[src/rtl/hamming74_decoder.sv]
// Hamming(7,4) single-error-correcting decoder with a registered data output.
// Define HAMMING74_ERR_STATUS_EN to also register the syndrome and an error flag.
module hamming74_decoder (
  input  logic       clk,
  input  logic       rst_n,
  input  logic [6:0] codeword,
  output logic [3:0] data
`ifdef HAMMING74_ERR_STATUS_EN
  ,
  output logic [2:0] syndrome,
  output logic       err_corrected
`endif
);

  logic [2:0] syn;
  logic [6:0] corrected;
  logic [3:0] data_next;

  always_comb begin
    syn[0] = codeword[0] ^ codeword[2] ^ codeword[4] ^ codeword[6];
    syn[1] = codeword[1] ^ codeword[2] ^ codeword[5] ^ codeword[6];
    syn[2] = codeword[3] ^ codeword[4] ^ codeword[5] ^ codeword[6];
  end

  // The syndrome names the Hamming position (1..7) to invert; zero leaves the word alone.
  always_comb begin
    corrected = codeword;
    for (int i = 0; i < 7; i++) begin
      if (syn == 3'(i + 1))
        corrected[i] = ~codeword[i];
    end
    data_next = {corrected[6], corrected[5], corrected[4], corrected[2]};
  end

  always_ff @(posedge clk or negedge rst_n) begin
    if (!rst_n)
      data <= 4'b0000;
    else
      data <= data_next;
  end

`ifdef HAMMING74_ERR_STATUS_EN
  always_ff @(posedge clk or negedge rst_n) begin
    if (!rst_n) begin
      syndrome      <= 3'b000;
      err_corrected <= 1'b0;
    end else begin
      syndrome      <= syn;
      err_corrected <= (syn != 3'b000);
    end
  end
`endif

endmodule

[config.mk]
export PLATFORM = sky130hd
export DESIGN_NAME = hamming74_decoder
export DESIGN_NICKNAME = d
export VERILOG_FILES = /design/src/rtl/hamming74_decoder.sv
export SDC_FILE = /design/constraint.sdc
export NUM_CORES = 1
export LEC_CHECK = 0
export ABC_AREA = 1
export CAP_MARGIN = 20
export CORE_AREA = 2 2 39 41
export CTS_CLUSTER_DIAMETER = 150
export DETAILED_ROUTE_END_ITERATION = 12
export DIE_AREA = 0 0 41 43
export SLEW_MARGIN = 20
export SYNTH_ARGS = -nofsm -noshare
export SYNTH_HDL_FRONTEND = slang
export SYNTH_SLANG_ARGS = --single-unit
[constraint.sdc]
create_clock -name clk -period 0.8 [get_ports clk]
set_input_delay 0.16 -clock clk [delete_from_list [all_inputs] [get_ports clk]]
set_output_delay 0.16 -clock clk [all_outputs]
set_load 0.05 [all_outputs]
==> metrics.txt <==
DRC errors left=0; multi-input logic area=330.3 um^2; hold buffer count at cts=0; combinational fraction of design power=49.7%; Synth Instances=71; Mapped Area=419.2 um^2; Final GP Congestion=0.7832; cts bufs inserted=3; cells along the critical path=buf_12; Crit path max-delay family=flip-flops; Final Hold Viols=0; share of the synthesized area in the top cell type=26.87%; area of the core=1384 um^2; Setup CP Type=reg2out; register area share after synthesis=23.88%; WP data required=0.64 ns; Root Buffer=clkbuf_4; Fmax=1072 MHz; Reg with most FFs=data; Data arrival, critical path=0.77 ns; CP Capture Type=output pin; layout net count=103; first-pass GRT wire length=1580 um; Die Span X=41 um; # rows=14; Syn Nets=80; Critical Path Fanout Max=1; top cell type by total area after synthesis=nand2_1; status=complete, but fails checks; placed cell count=103; detailed-router iteration count before antenna repair=4; Reg area=100.1 um^2; # Max-Cap Violations=0; all-layer global routing usage=13.05%; IO Pins=13; clock sink total=4; CP peak stage delay=0.39 ns; Total Routed Length=933 um; initial antenna violation count=0; H-tree levels=1; routed via count=490; Sw Share=37.94%; Fillers=140; slowest CP cell=dfrtp_1; Buf/Inv on CP=1; failing checks=setup timing; I/O Buffers=12; HP Class=in2async; CTS Buffer Depth=2; layout cells sized above 1=58.70%; Slew @ Worst Pin=0.1989 ns; Seq cells post-synth=4; top post-synthesis cells by area=nand2_1 27%, dfrtp_1 24%, nand2_2 13%; starting density of the core=30.29%; placed cell area=629.4 um^2; DR vias/cell=4.537; Clock transition at path regs=0.04 ns; Avg Cell Area, Syn=5.904 um^2; die span in y=43 um; Final Power=0.0009612 W; clock network fraction of total power=25.3%; Pint=0.0005965 W; commonest non-fill, non-tap cell in the layout=nand2_1; Startpoint Class=flop; remaining global-route overflow=0; P per Cell Area=1350 nW/um^2; Rel. slew slack=86.69%; final setup vio count=4; Antenna diodes=0; synth unique cells=14; top flop regs=data: 4 flops; Layout Cells excl Fill=108; sw power=0.0003647 W; RSZ-0062 raised after global routing=true; minimum clock period=0.9331 ns; VDD IR max=0.0004784 V; final setup margin=-0.1331 ns; Avg WL per Cell=8.639 um; area delta synth->final=69.85%; DR iter-0 viols=2; most frequent cells in the layout=20 x nand2_1, 14 x nand2_2, 8 x buf_4, 7 x nand2_4, 5 x inv_2; CTS tree=built; hpwl dp=750.1 um; Lkg Pwr=0.4013 nW; Final Max Slew Viols=0; Ys Warns=0; vias in the first global route=436; largest net degree at the start of global routing=7; Finished Cell Area=711.9 um^2; die footprint=1763 um^2; max reg flops=4; antenna viol nets, final=0; sequential power share=25.0%; final worst-path cycle share=116.6%
-- logic make-up after synthesis --
family | Yosys count | synth area share (%)
AO/OA/AOI/OAI | 1 | 2.090
buffers and inverters | 12 | 11.04
AND/OR/NAND/NOR | 53 | 60.90
flip-flops | 4 | 23.88
XOR/XNOR | 1 | 2.090
-- per-layer routing --
layer | global-route usage (%) | wire [um] | vias to the layer above
met1 | 12.54 | 347 | 218
met4 | 6.000 | 10 | 0
li1 | - | - | 255
met2 | 22.81 | 517 | 15
met3 | 4.712 | 58 | 2
met5 | 0 | 0 | -
-- path summary, 6_finish.rpt --
| check | start | end | slack (ns) | cells past startpoint |
|---|---|---|---|---|
| worst max-delay path | data[0] | data[0] | -0.13 | 1 |
| worst min-delay path | rst_n | data[0] | 0.13 | 1 |
| max in group asynchronous | rst_n | data[3] | 0.51 | 1 |
| min in group clk | codeword[6] | data[3] | 0.18 | 3 |
-- synthesized netlist by cell type --
cell / instances
inv_2: 4
nand3_2: 1
nand2_1: 30
nor2_1: 5
nand2_4: 2
o21ai_2: 1
nand2_2: 9
inv_1: 7
clkinv_2: 1
xor2_1: 1
dfrtp_1: 4
nand4_1: 3
nand3_1: 2
nor2_2: 1
-- stage by stage --
step | TNS, ns | util [%] | hold WS (ns) | worst slack (ns)
2_1_floorplan | 0 | - | -0.1356 | 0.0006489
3_3_place_gp | -2.660 | 45.48 | 0.3738 | -0.6804
3_5_place_dp | -2.729 | 45.48 | 0.3735 | -0.6949
4_1_cts | -0.5569 | 48.28 | 0.1278 | -0.1425
5_1_grt | -0.6367 | 51.45 | 0.1251 | -0.1630
6_report | -0.5187 | 51.45 | 0.1266 | -0.1331
-- power groups by stage --
stage,registers (W),clock network [W],logic [W]
floorplan,0.000304,0,0.000170
global placement,0.000242,0,0.000421
detailed placement,0.000243,0,0.000425
CTS,0.000241,0.000253,0.000441
global route,0.000241,0.000283,0.000518
finish,0.000240,0.000243,0.000478
-- layout make-up --
type	instances	share of cell area, %
inverter	12	8.084
tap	16	2.812
timing repair buffer	18	25.48
sequential	4	14.06
multi-input combinational	55	46.40
clock buffer	3	3.163
-- repair_timing --
action | 4_1_cts | 5_1_grt
buffers inserted | 1 | 1
setup endpoints to repair | 8 | 8
resized for setup | 37 | 19
pin swaps | 13 | 13
cloned | 0 | 0
Power figures use the tool's default switching activity.
==> edit 1, RTL diff (same settings) <==
Register the output `data` once more, without a reset; this adds one clock of latency there. Comments in the files are not updated.
--- a/src/rtl/hamming74_decoder.sv
+++ b/src/rtl/hamming74_decoder.sv
@@ -12,4 +12,6 @@
 `endif
 );
+
+  logic [3:0] data_s0;
 
   logic [2:0] syn;
@@ -35,7 +37,7 @@
   always_ff @(posedge clk or negedge rst_n) begin
     if (!rst_n)
-      data <= 4'b0000;
+      data_s0 <= 4'b0000;
     else
-      data <= data_next;
+      data_s0 <= data_next;
   end
 
@@ -52,4 +54,8 @@
 `endif
 
+  always_ff @(posedge clk) begin
+    data <= data_s0;
+  end
+
 endmodule
 
Formal check against the unedited RTL: not equivalent (a bounded check fails within 4 cycles, from zero or initial values and one cycle with rst_n low).
==> edit 1 against the unedited design <==
- the run still ends with setup timing left
- total power grew 25%
- routed wire length shrank 2.0%
- sequential cell count rose by 4
- global-route usage shrank 0.88 points
- die area did not move
- core utilization is 4.0 points higher
- sequential share of layout area up 10 points
- design area grew 7.7%
- via count rose by 0.41%
- synthesized cell count is 5.6% higher
- worst setup slack better by 63 ps
- synthesized area is 19% higher
- critical path type unchanged
- largest power group is now registers
==> edit 1: results (changes against the unedited design) <==
Global route
The global router's overall resource usage is 12.2% (was 13.1%). The largest net degree at the start of global routing is 7 (unchanged). The met1 track demand over resource came to 13.3% (was 12.5%). The number of global-route vias before repair is 413 (was 436).

The first-pass GRT wire length was 1490 um (was 1580 um). The global routing met2 resource utilization came to 21.3% (was 22.8%). The global routing usage on met3 is 1.57% (was 4.71%).

Synthesis
The most frequently used flop master after synthesis is dfxtp_1 (was dfrtp_1). The sequential fraction of the synthesis area is 36.1% (was 23.9%). The post-synth net total is 84 (was 80). The number of warnings printed during yosys synthesis was 0 (unchanged). Biggest area contributors in the synthesized netlist: nand2_1 (23%), dfrtp_1 (20%), dfxtp_1 (16%) (was nand2_1 (27%), dfrtp_1 (24%), nand2_2 (13%)). The synthesized area per cell is 6.66 um^2 (was 5.90 um^2). The number of library cell types mapped by synthesis is 15 (was 14). The share of async-settable or async-resettable flops after synthesis is 50.0% (was 100%).

Clocking
The number of buffers on the longest clock path is 2 (unchanged). The H-tree depth is 1 (unchanged). The number of clock buffers inserted by TritonCTS is 3 (unchanged). The clock root buffer was clkbuf_4 (unchanged). The insertion delay of the later-clocked pin in the worst-skew pair is 240 ps.

Drt
The number of DRC violations after detailed-routing iteration 0 is 7 (was 2). The length of the first detailed-routing pass in iterations came to 4 (unchanged). The residual antenna-violating net count after detailed routing was 0 (unchanged).

The final routed wirelength across all metal layers came to 914 um (was 933 um). The via-per-instance ratio came to 4.43 (was 4.54).

Layout
The antenna diode count is 0 (unchanged). The count of filler cells inserted in the layout is 144 (was 140). The non-filler instance count after layout is 111 (was 108). Largest regs: data x4, data_s0 x4 (was data x4).

The proportion of layout cells with a drive suffix above 1 is 60.0% (was 58.7%).

Placed design
The number of port buffers is 12 (unchanged). The standard cell area after detailed placement was 702 um^2 (was 629 um^2). The worst-case setup slack after placement is -680 ps (was -695 ps).

The placed wire-length estimate came to 753 um (was 750 um). The final weighted congestion of routability-driven global placement came to 0.716 (was 0.783).

STA
The final setup violation count is 4 (unchanged). The final setup slack of the worst path was -70.0 ps (was -133 ps). The headroom to the max-slew limit is 87.6% (was 86.7%).

The total negative setup slack is -269 ps (was -519 ps). The worst setup skew after layout is around 0.071 ps.

Setup path
Measured in cells, the most critical reg-to-reg path has a length of 0. The critical path's largest stage delay is 340 ps (was 390 ps). The data arrival time at the worst-slack endpoint was 710 ps (was 770 ps). The slowest cell on the critical path is dfxtp_2 (was dfrtp_1). The highest fanout seen on the critical path was 1 (unchanged).

Power and ir drop
The worst ir drop on vdd is 596 uV (was 478 uV). The proportion of total power due to net switching is 32.4% (was 37.9%). The static leakage was 0.417 nW (was 0.401 nW).

Run status
Violated checks: setup timing (unchanged). Outcome: finished with violations (unchanged).
-- edit 1: cell types whose count changed in the layout (fill, tap and decap cells not counted), moves of 2 or more --
cell,change
dfxtp_2,+4
inv_1,+2
inv_4,-2
nand2_2,+3
nand2_4,-2
nor2_2,+2
-- edit 1: what timing repair did --
action	CTS	global route
buffers inserted	1	1
pin swaps	10	7
setup endpoints to repair	8	8
resized for setup	35	20
-- edit 1: kinds of logic after synthesis --
family | synth area share (%)
simple gates | 51.1
buf+inv | 9.27
flops | 36.1
compound gates | 1.75
xor+xnor | 1.75
-- edit 1: final timing paths --
check                                        to                 start  slack (ps)
min in group clk           data_s0[0]$_DFF_PN0_           codeword[2]         170
min reg2reg                     data[0]$_DFF_P_  data_s0[0]$_DFF_PN0_         340
max reg2reg                     data[2]$_DFF_P_  data_s0[2]$_DFF_PN0_         330
max                                     data[1]       data[1]$_DFF_P_         -70
max in group asynchronous  data_s0[0]$_DFF_PN0_                 rst_n         520
min                        data_s0[2]$_DFF_PN0_                 rst_n         120
-- edit 1: power groups by stage --
stage	Sequential [mW]	Clock, mW	Combinational (mW)
floorplan	0.532	0	0.170
global placement	0.470	0	0.416
detailed placement	0.472	0	0.420
CTS	0.469	0.302	0.430
global route	0.472	0.314	0.491
finish	0.469	0.284	0.453
-- edit 1: layout make-up --
cell class,instances,area (um^2),share of cell area [%]
multi-input combinational,55,320,41.8
inverter,12,48.8,6.36
clock buffer,3,22.5,2.94
sequential,8,185,24.1
tap,16,20.0,2.61
timing repair buffer,17,170,22.2
-- edit 1: per-layer routing --
metal / wire length [um] / share of wire, %
met2: 486 / 53
met4: 0 / 0
met3: 38 / 4.2
met1: 390 / 43
met5: 0 / 0
==> edit 2, RTL diff (same flow settings) <==
Without the edit above. The option `HAMMING74_ERR_STATUS_EN` is turned on by a define.
--- a/src/rtl/hamming74_decoder.sv
+++ b/src/rtl/hamming74_decoder.sv
@@ -1,4 +1,6 @@
 // Hamming(7,4) single-error-correcting decoder with a registered data output.
 // Define HAMMING74_ERR_STATUS_EN to also register the syndrome and an error flag.
+`define HAMMING74_ERR_STATUS_EN
+
 module hamming74_decoder (
   input  logic       clk,
Function (old outputs only; new: err_corrected and syndrome): kept (equiv_simple and equiv_induct, registers matched by name and starting in step).
==> edit 2 against the unedited design <==
- the run still ends with setup timing left
- sequential cell count grew 4
- critical path depth is the same
- non-clock buffer count grew 9
- worst hold slack gained 54 ps
- worst setup slack lost 23 ps
- design area grew 47%
- count of clock-buffer cells in the layout is the same
- routed wire length grew 36%
- sequential power grew 100%
- synthesized area grew 35%
- first-iteration DRC count grew 100%
- total power grew 66%
- critical endpoint is now syndrome[0]
- largest cell class unchanged
==> edit 2: results (changes against the unedited design) <==
Run status
Outcome: finished with violations (unchanged). Violated checks: setup timing (unchanged).

Drt
The number of DRC violations after detailed-routing iteration 0 is 4 (was 2). The met3 layer wire length in the routed design is 59 um (was 58 um). The via-per-instance ratio came to 4.59 (was 4.54). The mean routed wirelength per cell is 10.2 um (was 8.64 um). The highest routing layer actually used is met4 (unchanged). The post-route met1 wirelength is 411 um (was 347 um). The length of the first detailed-routing pass in iterations is 4 (unchanged). The total length of routed met2 wires was 758 um (was 517 um).

Clocking
The H-tree depth is 1 (unchanged). After clock tree synthesis, the clock-pin slew on the worst setup and hold paths is approximately 50 ps. The number of clock buffers inserted by TritonCTS is 3 (unchanged).

The number of buffers on the longest clock path is 2 (unchanged). The clock root buffer is clkbuf_4 (unchanged).

Global route
The met1 track demand over resource came to 16.8% (was 12.5%). The global routing met2 resource utilization came to 30.6% (was 22.8%). The global routing usage on met3 is 2.09% (was 4.71%).

The largest net degree at the start of global routing came to 9 (was 7). The number of global-route vias before repair is 545 (was 436). The first-pass GRT wire length is 2050 um (was 1580 um).

The global router's overall resource usage came to 17.3% (was 13.1%).

Layout
Largest regs: data x4, syndrome x3, err_corrected x1 (was data x4). The antenna diode count came to 0 (unchanged). The layout net count is 119 (was 103). The proportion of layout cells with a drive suffix above 1 was 73.1% (was 58.7%).

Placed design
The final weighted congestion of routability-driven global placement is 0.824 (was 0.783). The placed wire-length estimate came to 1040 um (was 750 um). The number of port buffers was 16 (was 12).

The worst-case setup slack after placement is -760 ps (was -695 ps).

Setup path
The slowest cell on the critical path is dfrtp_1 (unchanged). The cell type group with the largest total delay on the critical path is flip-flops (unchanged). The data arrival time at the worst-slack endpoint is 800 ps (was 770 ps). The critical path's largest stage delay came to 390 ps (about the same).

STA
The transition time at the pin with the least slew margin is 337 ps (was 199 ps). The final setup violation count came to 11 (was 4). The final setup slack of the worst path came to -156 ps (was -133 ps).

Synthesis
The sequential fraction of the synthesis area came to 35.3% (was 23.9%). The number of warnings printed during yosys synthesis was 0 (unchanged). The number of library cell types mapped by synthesis is 14 (unchanged). The post-synth net total is 88 (was 80). Most common library cells after synthesis: nand2_1 (20), nand2_2 (15), dfrtp_1 (8) (was nand2_1 (30), nand2_2 (9), inv_1 (7)). Biggest area contributors in the synthesized netlist: dfrtp_1 (35%), nand2_2 (17%), nand2_1 (13%) (was nand2_1 (27%), dfrtp_1 (24%), nand2_2 (13%)).

Power and ir drop
The worst ir drop on vdd came to 788 uV (was 478 uV). The static leakage was 0.562 nW (was 0.401 nW).
[edit 2: stage by stage]
| step | instances | hold WS [ps] | area (um^2) | TNS, ps |
|---|---|---|---|---|
| 2_1_floorplan | 79 | -136 | 591 | -514 |
| 3_3_place_gp | 119 | 446 | 898 | -5080 |
| 3_5_place_dp | 119 | 451 | 898 | -5220 |
| 4_1_cts | 123 | 177 | 988 | -1390 |
| 5_1_grt | 124 | 204 | 1040 | -1720 |
| 6_report | 124 | 180 | 1040 | -1340 |
[edit 2: path summary, 6_finish.rpt]
path,from,end,slack [ps],cells after the start
worst max-delay path,syndrome[0]$_DFF_PN0_,syndrome[0],-160,1
worst min-delay path,rst_n,data[0]$_DFF_PN0_,180,1
min in group clk,codeword[2],data[0]$_DFF_PN0_,190,3
max in group asynchronous,rst_n,syndrome[2]$_DFF_PN0_,370,1
[edit 2: area by class of cell]
type	count	area (um^2)
multi-input cells	57	432
fillers	105	340
repair buffers	27	310
flip-flops and latches	8	200
inverters	13	58.8
clock buffers	3	22.5
well taps	16	20.0
[edit 2: timing repair]
action                     4_1_cts  5_1_grt
buffers inserted                 1        1
gates resized for setup         56       12
setup endpoints to repair       16       13
pin swaps                       18       13
[edit 2: cells by family after synthesis]
family / synth area share (%)
and+or+nand+nor: 51.2
buffers and inverters: 11.0
DFF: 35.3
AOI/OAI and AO/OA: 0.882
xor gates and xnor gates: 1.55
[edit 2: report_power, final]
group / switching (mW) / leakage (nW) / internal, mW
clock network: 0.122 / 0.0138 / 0.171
logic: 0.446 / 0.456 / 0.370
registers: 0.0351 / 0.0927 / 0.451
